## config.mk

```make
export PLATFORM = sky130hd
export DESIGN_NAME = collatz_sweep_flat
export DESIGN_NICKNAME = d
export VERILOG_FILES = /design/src/rtl/collatz_sweep_if.sv /design/src/rtl/collatz_sweep.sv /design/src/flat_wrapper.sv
export SDC_FILE = /design/constraint.sdc
export NUM_CORES = 1
export LEC_CHECK = 0
export CAP_MARGIN = 20
export CORE_MARGIN = 10
export CORE_UTILIZATION = 55
export CTS_CLUSTER_DIAMETER = 40
export DETAILED_ROUTE_END_ITERATION = 8
export PLACE_DENSITY = 0.82
export SLEW_MARGIN = 10
export SYNTH_ARGS = -nofsm -noshare
export SYNTH_HDL_FRONTEND = slang
export SYNTH_SLANG_ARGS = --single-unit
export TNS_END_PERCENT = 1
```

## constraint.sdc

```tcl
create_clock -name clk -period 3.84 [get_ports clk]
set_input_delay 0.384 -clock clk [delete_from_list [all_inputs] [get_ports clk]]
set_output_delay 0.384 -clock clk [all_outputs]
set_load 0.02 [all_outputs]
```

## src/rtl/collatz_sweep_if.sv

```systemverilog
// Handshake bundle between the sweep controller and the tests_collatz stage.
//   out_valid/out_ready/out0 : seed requests (controller -> stage in0)
//   in_valid/in_ready/in0    : results (stage out0 -> controller)
// master modport is the controller side, slave modport is the stage side.
interface collatz_sweep_if #(
    parameter int unsigned WIDTH = 16
);
    logic             out_valid;
    logic             out_ready;
    logic [WIDTH-1:0] out0;
    logic             in_valid;
    logic             in_ready;
    logic [WIDTH-1:0] in0;

    modport master (
        output out_valid,
        output out0,
        output in_ready,
        input  out_ready,
        input  in_valid,
        input  in0
    );

    modport slave (
        input  out_valid,
        input  out0,
        input  in_ready,
        output out_ready,
        output in_valid,
        output in0
    );
endinterface

```

## src/rtl/collatz_sweep.sv

```systemverilog
// Sweep controller for the tests_collatz stage: issues seeds seed_lo..seed_hi,
// pairs each in-order result with its seed through a small FIFO, and tracks
// the largest result, its seed and the number of results consumed.
// Ports:
//   clk, nrst          clock, synchronous active-low reset
//   start              begin sweep (honoured only when idle/done)
//   seed_lo, seed_hi   inclusive unsigned seed range, latched on start
//   busy, done         sweep in progress / sweep finished
//   bus (master)       seed request and result handshakes
//   best_seed          seed that produced best_result
//   best_result        largest result seen this sweep
//   count              results consumed this sweep
module collatz_sweep #(
    parameter int unsigned WIDTH = 16,
    parameter int unsigned DEPTH = 4
) (
    input  logic               clk,
    input  logic               nrst,
    input  logic               start,
    input  logic [WIDTH-1:0]   seed_lo,
    input  logic [WIDTH-1:0]   seed_hi,
    output logic               busy,
    output logic               done,
    output logic [WIDTH-1:0]   best_seed,
    output logic [WIDTH-1:0]   best_result,
    output logic [WIDTH:0]     count,
    collatz_sweep_if.master    bus
);
    localparam int unsigned AW = $clog2(DEPTH);
    localparam logic [AW:0]    OCC_FULL = (AW+1)'(DEPTH);
    localparam logic [AW:0]    OCC_ONE  = (AW+1)'(1);
    localparam logic [AW-1:0]  PTR_ONE  = AW'(1);
    localparam logic [WIDTH:0] W1_ONE   = (WIDTH+1)'(1);

    typedef enum logic [1:0] {IDLE, RUN, DRAIN, DONE} state_t;

    state_t           state, state_nxt;
    logic [WIDTH:0]   next_seed;   // one bit wider so seed_hi = all-ones ends cleanly
    logic [WIDTH-1:0] hi_q;
    logic [WIDTH-1:0] mem [DEPTH];
    logic [AW-1:0]    wr_ptr, rd_ptr;
    logic [AW:0]      occ;
    logic             full, empty, last_seed;
    logic             out_v, in_r, load, push, pop;

    assign full      = (occ == OCC_FULL);
    assign empty     = (occ == '0);
    assign last_seed = (next_seed == {1'b0, hi_q});
    assign push      = out_v && bus.out_ready;
    assign pop       = in_r && bus.in_valid;

    assign bus.out_valid = out_v;
    assign bus.in_ready  = in_r;
    assign bus.out0      = next_seed[WIDTH-1:0];

    always_ff @(posedge clk) begin
        if (!nrst) begin
            state <= IDLE;
        end else begin
            state <= state_nxt;
        end
    end

    always_comb begin
        state_nxt = state;
        busy      = 1'b0;
        done      = 1'b0;
        out_v     = 1'b0;
        in_r      = 1'b0;
        load      = 1'b0;
        case (state)
            IDLE, DONE: begin
                done = (state == DONE);
                if (start) begin
                    load      = 1'b1;
                    state_nxt = (seed_lo <= seed_hi) ? RUN : DONE;
                end
            end
            RUN: begin
                busy  = 1'b1;
                out_v = !full;
                in_r  = !empty;
                if (out_v && bus.out_ready && last_seed) begin
                    state_nxt = DRAIN;
                end
            end
            DRAIN: begin
                busy = 1'b1;
                in_r = !empty;
                // No pushes happen in DRAIN, so popping the last entry empties the FIFO.
                if (in_r && bus.in_valid && occ == OCC_ONE) begin
                    state_nxt = DONE;
                end
            end
            default: state_nxt = IDLE;
        endcase
    end

    // Seed storage carries no reset; occupancy and pointers define its contents.
    always_ff @(posedge clk) begin
        if (push) begin
            mem[wr_ptr] <= next_seed[WIDTH-1:0];
        end
    end

    always_ff @(posedge clk) begin
        if (!nrst) begin
            next_seed   <= '0;
            hi_q        <= '0;
            wr_ptr      <= '0;
            rd_ptr      <= '0;
            occ         <= '0;
            best_seed   <= '0;
            best_result <= '0;
            count       <= '0;
        end else begin
            if (load) begin
                next_seed   <= {1'b0, seed_lo};
                hi_q        <= seed_hi;
                best_seed   <= '0;
                best_result <= '0;
                count       <= '0;
            end
            if (push) begin
                wr_ptr    <= wr_ptr + PTR_ONE;
                next_seed <= next_seed + W1_ONE;
            end
            if (pop) begin
                rd_ptr <= rd_ptr + PTR_ONE;
                count  <= count + W1_ONE;
                // Strict compare: ties keep the earliest seed.
                if (count == '0 || bus.in0 > best_result) begin
                    best_result <= bus.in0;
                    best_seed   <= mem[rd_ptr];
                end
            end
            case ({push, pop})
                2'b10:   occ <= occ + OCC_ONE;
                2'b01:   occ <= occ - OCC_ONE;
                default: ;
            endcase
        end
    end
endmodule

```

## src/flat_wrapper.sv

```systemverilog
// flat-port wrapper written by rule: the top's interface ports become plain ports
module collatz_sweep_flat 
#(
    parameter int unsigned WIDTH = 16,
    parameter int unsigned DEPTH = 4
)
  (clk, nrst, start, seed_lo, seed_hi, busy, done, best_seed, best_result, count, bus_out_valid, bus_out0, bus_in_ready, bus_out_ready, bus_in_valid, bus_in0);
  collatz_sweep_if #(.WIDTH(WIDTH)) bus_i ();
  input  logic clk;
  input  logic nrst;
  input  logic start;
  input  logic [WIDTH-1:0] seed_lo;
  input  logic [WIDTH-1:0] seed_hi;
  output logic busy;
  output logic done;
  output logic [WIDTH-1:0] best_seed;
  output logic [WIDTH-1:0] best_result;
  output logic [WIDTH:0] count;
  output wire logic [$bits(bus_i.out_valid)-1:0] bus_out_valid;
  output wire logic [$bits(bus_i.out0)-1:0] bus_out0;
  output wire logic [$bits(bus_i.in_ready)-1:0] bus_in_ready;
  input wire logic [$bits(bus_i.out_ready)-1:0] bus_out_ready;
  input wire logic [$bits(bus_i.in_valid)-1:0] bus_in_valid;
  input wire logic [$bits(bus_i.in0)-1:0] bus_in0;
  assign bus_out_valid = bus_i.out_valid;
  assign bus_out0 = bus_i.out0;
  assign bus_in_ready = bus_i.in_ready;
  assign bus_i.out_ready = bus_out_ready;
  assign bus_i.in_valid = bus_in_valid;
  assign bus_i.in0 = bus_in0;
  collatz_sweep #(.WIDTH(WIDTH), .DEPTH(DEPTH)) u_core (.clk(clk), .nrst(nrst), .start(start), .seed_lo(seed_lo), .seed_hi(seed_hi), .busy(busy), .done(done), .best_seed(best_seed), .best_result(best_result), .count(count), .bus(bus_i));
endmodule
```

==> results_dict.tcl <==
set metrics [dict create \
    status "completed" \
    die-area_mm2 0.0191 \
    start_util 0.557 \
    cts_buffer_depth 2 \
    crit_type "reg2reg" \
    pre_cts_ws_ns 0.990 \
    yosysUniqueCellTypes 57 \
    viasPerCell 5.81 \
    regArea_mm2 0.00378 \
    post_cts_buffers 0 \
    antenna_found_initial 0 \
    cts_num_sinks 157 \
    multiInputGateArea_mm2 0.00339 \
    setup_violations 0 \
    core_area_mm2 0.0138 \
    hold_slack_ns 0.465 \
    p_int_mw 3.68 \
    port_buffers 121 \
    ys_async_sr_fraction 0 \
    cts-hold-fix-buffers 0 \
    combPwrFrac 0.292 \
    ys_seq_area_frac 0.493 \
    drcViolationCount 0 \
    period_share 0.757 \
    instances_no_fill 1040 \
    cap_violations 0 \
    finalPower_mw 5.56 \
    drt_iter0_drc 521 \
    syn_avg_cell_area_um2 10.1 \
    synth_ff_type "dfxtp_1" \
    r2r_setup_slack_ns 0.93 \
    synth_edf_count 64 \
    ys_seq_elements 157 \
    cts_tree "yes" \
    p_per_area_mw_per_mm2 590 \
    io_pins 122 \
    clockRootBuffer "clkbuf_16" \
    power_leakage_nw 3.43 \
    vias 6046 \
    grt_overflow 0 \
    rsz0062_at_grt "no" \
    arrival_ns 3.26 \
    worst-path-max-fanout 15 \
    clock_skew_ns 0.00614 \
    gp_congestion 0.844 \
    num-nets-final 947 \
    fin_tns_setup_ns 0 \
    area_growth_pct 23.1 \
    maxSlewViolCount 0 \
    finalHoldViolations 0 \
    place_inst 1007 \
    crit_path_end_kind "flop" \
    die_height_um 138 \
    grt_pass1_wl_um 30100 \
    worst_pin_slew_ns 0.858 \
    clk_latency_ns 0.43 \
    netlist_area_mm2 0.00767 \
    htreeDepth 4 \
    grt_max_degree 80 \
    cts.reportedPaths.clkPinSlew_ns 0.06 \
    final_antenna_net_count 0 \
    routed_wl_um 18400 \
    clock_power_share 0.298 \
    slew_headroom 0.426 \
    worstSetupStartpointType "flop" \
    pwr-share-seq 0.410 \
    numCtsBuffers 17 \
    fin_crit_ns 2.91 \
    synth_warnings 0 \
    postLayoutCellArea_mm2 0.00944 \
    dr.pass1.iters 5 \
    nFillCells 1037 \
    fmax_mhz 344 \
    vdd_drop_max_v 0.000398 \
    n_antenna_cell 0 \
    grt_usage 0.188 \
    cts_resized 0 \
    hold_path_class "reg2reg" \
    netSwitchingFraction 0.338 \
    final_util 0.685 \
    hpwl_um 13000 \
    syn-num-nets 858 \
    p_sw_mw 1.88 \
    place_area_mm2 0.00884 \
    synth_cells 758 \
    grt_pass1_vias 5970 \
    cp.required_ns 4.19 \
    drive_gt1_frac 0.0733 \
    wl_per_cell_um 17.7 \
    die_w_um 138 \
    setup_slack_ns 0.933 \
    num_rows 43 \
]
-- synth_stat cells (4+ instances only) --
cell | n | area, um2
clkbuf_1 | 22 | 82.6
xor2_1 | 18 | 158
nand4_1 | 43 | 269
o21ai_1 | 6 | 30.0
mux4_2 | 16 | 360
nand2_1 | 103 | 387
buf_4 | 17 | 128
a31oi_1 | 6 | 37.5
nor2_1 | 33 | 124
edfxtp_1 | 64 | 1920
nor4_1 | 10 | 62.6
a21boi_0 | 4 | 30.0
clkbuf_2 | 5 | 25.0
or3_1 | 4 | 25.0
a311oi_1 | 10 | 87.6
a21oi_1 | 46 | 230
ha_1 | 47 | 588
o21ai_0 | 43 | 215
o211ai_1 | 5 | 37.5
and3_1 | 5 | 31.3
and4_1 | 6 | 52.6
buf_2 | 9 | 45.0
nor3_1 | 11 | 55.1
a211oi_1 | 8 | 60.1
nand3_1 | 17 | 85.1
dfxtp_1 | 93 | 1860
inv_1 | 46 | 173
and2_1 | 9 | 56.3
-- flip-flops by register name, summed over array words and instances (netlist names), named ones only --
name                cells
u_core.best_result     16
u_core.rd_ptr           2
u_core.state            2
u_core.occ              3
u_core.mem             64
u_core.count           17
u_core.wr_ptr           2
u_core.next_seed       17
u_core.best_seed       16
u_core.hi_q            16
-- placed cells by master, fill, tap and decap left out, types with 6 or more instances in the layout --
cell,count
a311oi_1,10
and4_1,6
clkdlybuf4s50_1,120
inv_1,46
o21ai_1,6
a211oi_1,8
ha_1,47
dfxtp_1,93
mux4_2,16
nand3_1,17
nor3_1,11
clkbuf_16,17
a31oi_1,6
a21oi_1,46
nor4_1,10
edfxtp_1,64
nor2_1,33
o21ai_0,43
xor2_1,18
and2_1,9
nand4_1,43
nand2_1,102
-- per-layer routing --
metal	up-vias	GRT usage	wire (um)
met5	-	0	0
met4	0	0.0821	459
met1	2892	0.223	7800
met3	31	0.0425	993
li1	2943	-	-
met2	180	0.319	9200
-- path summary, 6_finish.rpt --
kind / start / endpoint / cells after the start
hold reg to reg: u_core.hi_q[3] / u_core.hi_q[3] / 2
setup reg to reg: u_core.occ[1] / u_core.occ[2] / 8
setup / recovery: u_core.occ[1] / u_core.occ[2] / 8
hold / removal: u_core.hi_q[3] / u_core.hi_q[3] / 2
-- cells by family (layout without fill, tap and decap cells) --
family	Yosys count	after routing	synth area share
muxes	21	21	0.0540
AOI/OAI and AO/OA	150	150	0.121
xor gates and xnor gates	21	21	0.0240
and+or+nand+nor	257	257	0.166
DFF	157	157	0.493
adders and majority gates	47	47	0.0767
buffers and inverters	105	207	0.0649
-- critical path: stages, from the launching register on --
cell and delay [ns]:
dfxtp_1 0.32, inv_1 0.12, ha_1 0.21, inv_1 0.06
o211ai_1 0.67, inv_1 0.45, ha_1 0.48, or3_1 0.36
a21oi_1 0.14
-- power by group through the flow --
| stage | clock [mW] | combinational [mW] | sequential, mW |
|---|---|---|---|
| 3_3_place_gp | 0 | 1.55 | 2.31 |
| 2_1_floorplan | 0 | 1.11 | 2.26 |
| 3_5_place_dp | 0 | 1.59 | 2.33 |
| 6_report | 1.66 | 1.62 | 2.28 |
| 5_1_grt | 1.75 | 1.78 | 2.32 |
| 4_1_cts | 1.67 | 1.61 | 2.29 |
-- cell type report --
| type | count | area share |
|---|---|---|
| Sequential cell | 157 | 0.401 |
| Multi-Input combinational cell | 496 | 0.359 |
| Timing Repair Buffer | 128 | 0.136 |
| Clock buffer | 19 | 0.0469 |
| Tap cell | 180 | 0.0239 |
| Inverter | 47 | 0.0187 |
| Clock inverter | 13 | 0.0150 |
Note: power is estimated with default switching activity, not from simulation.
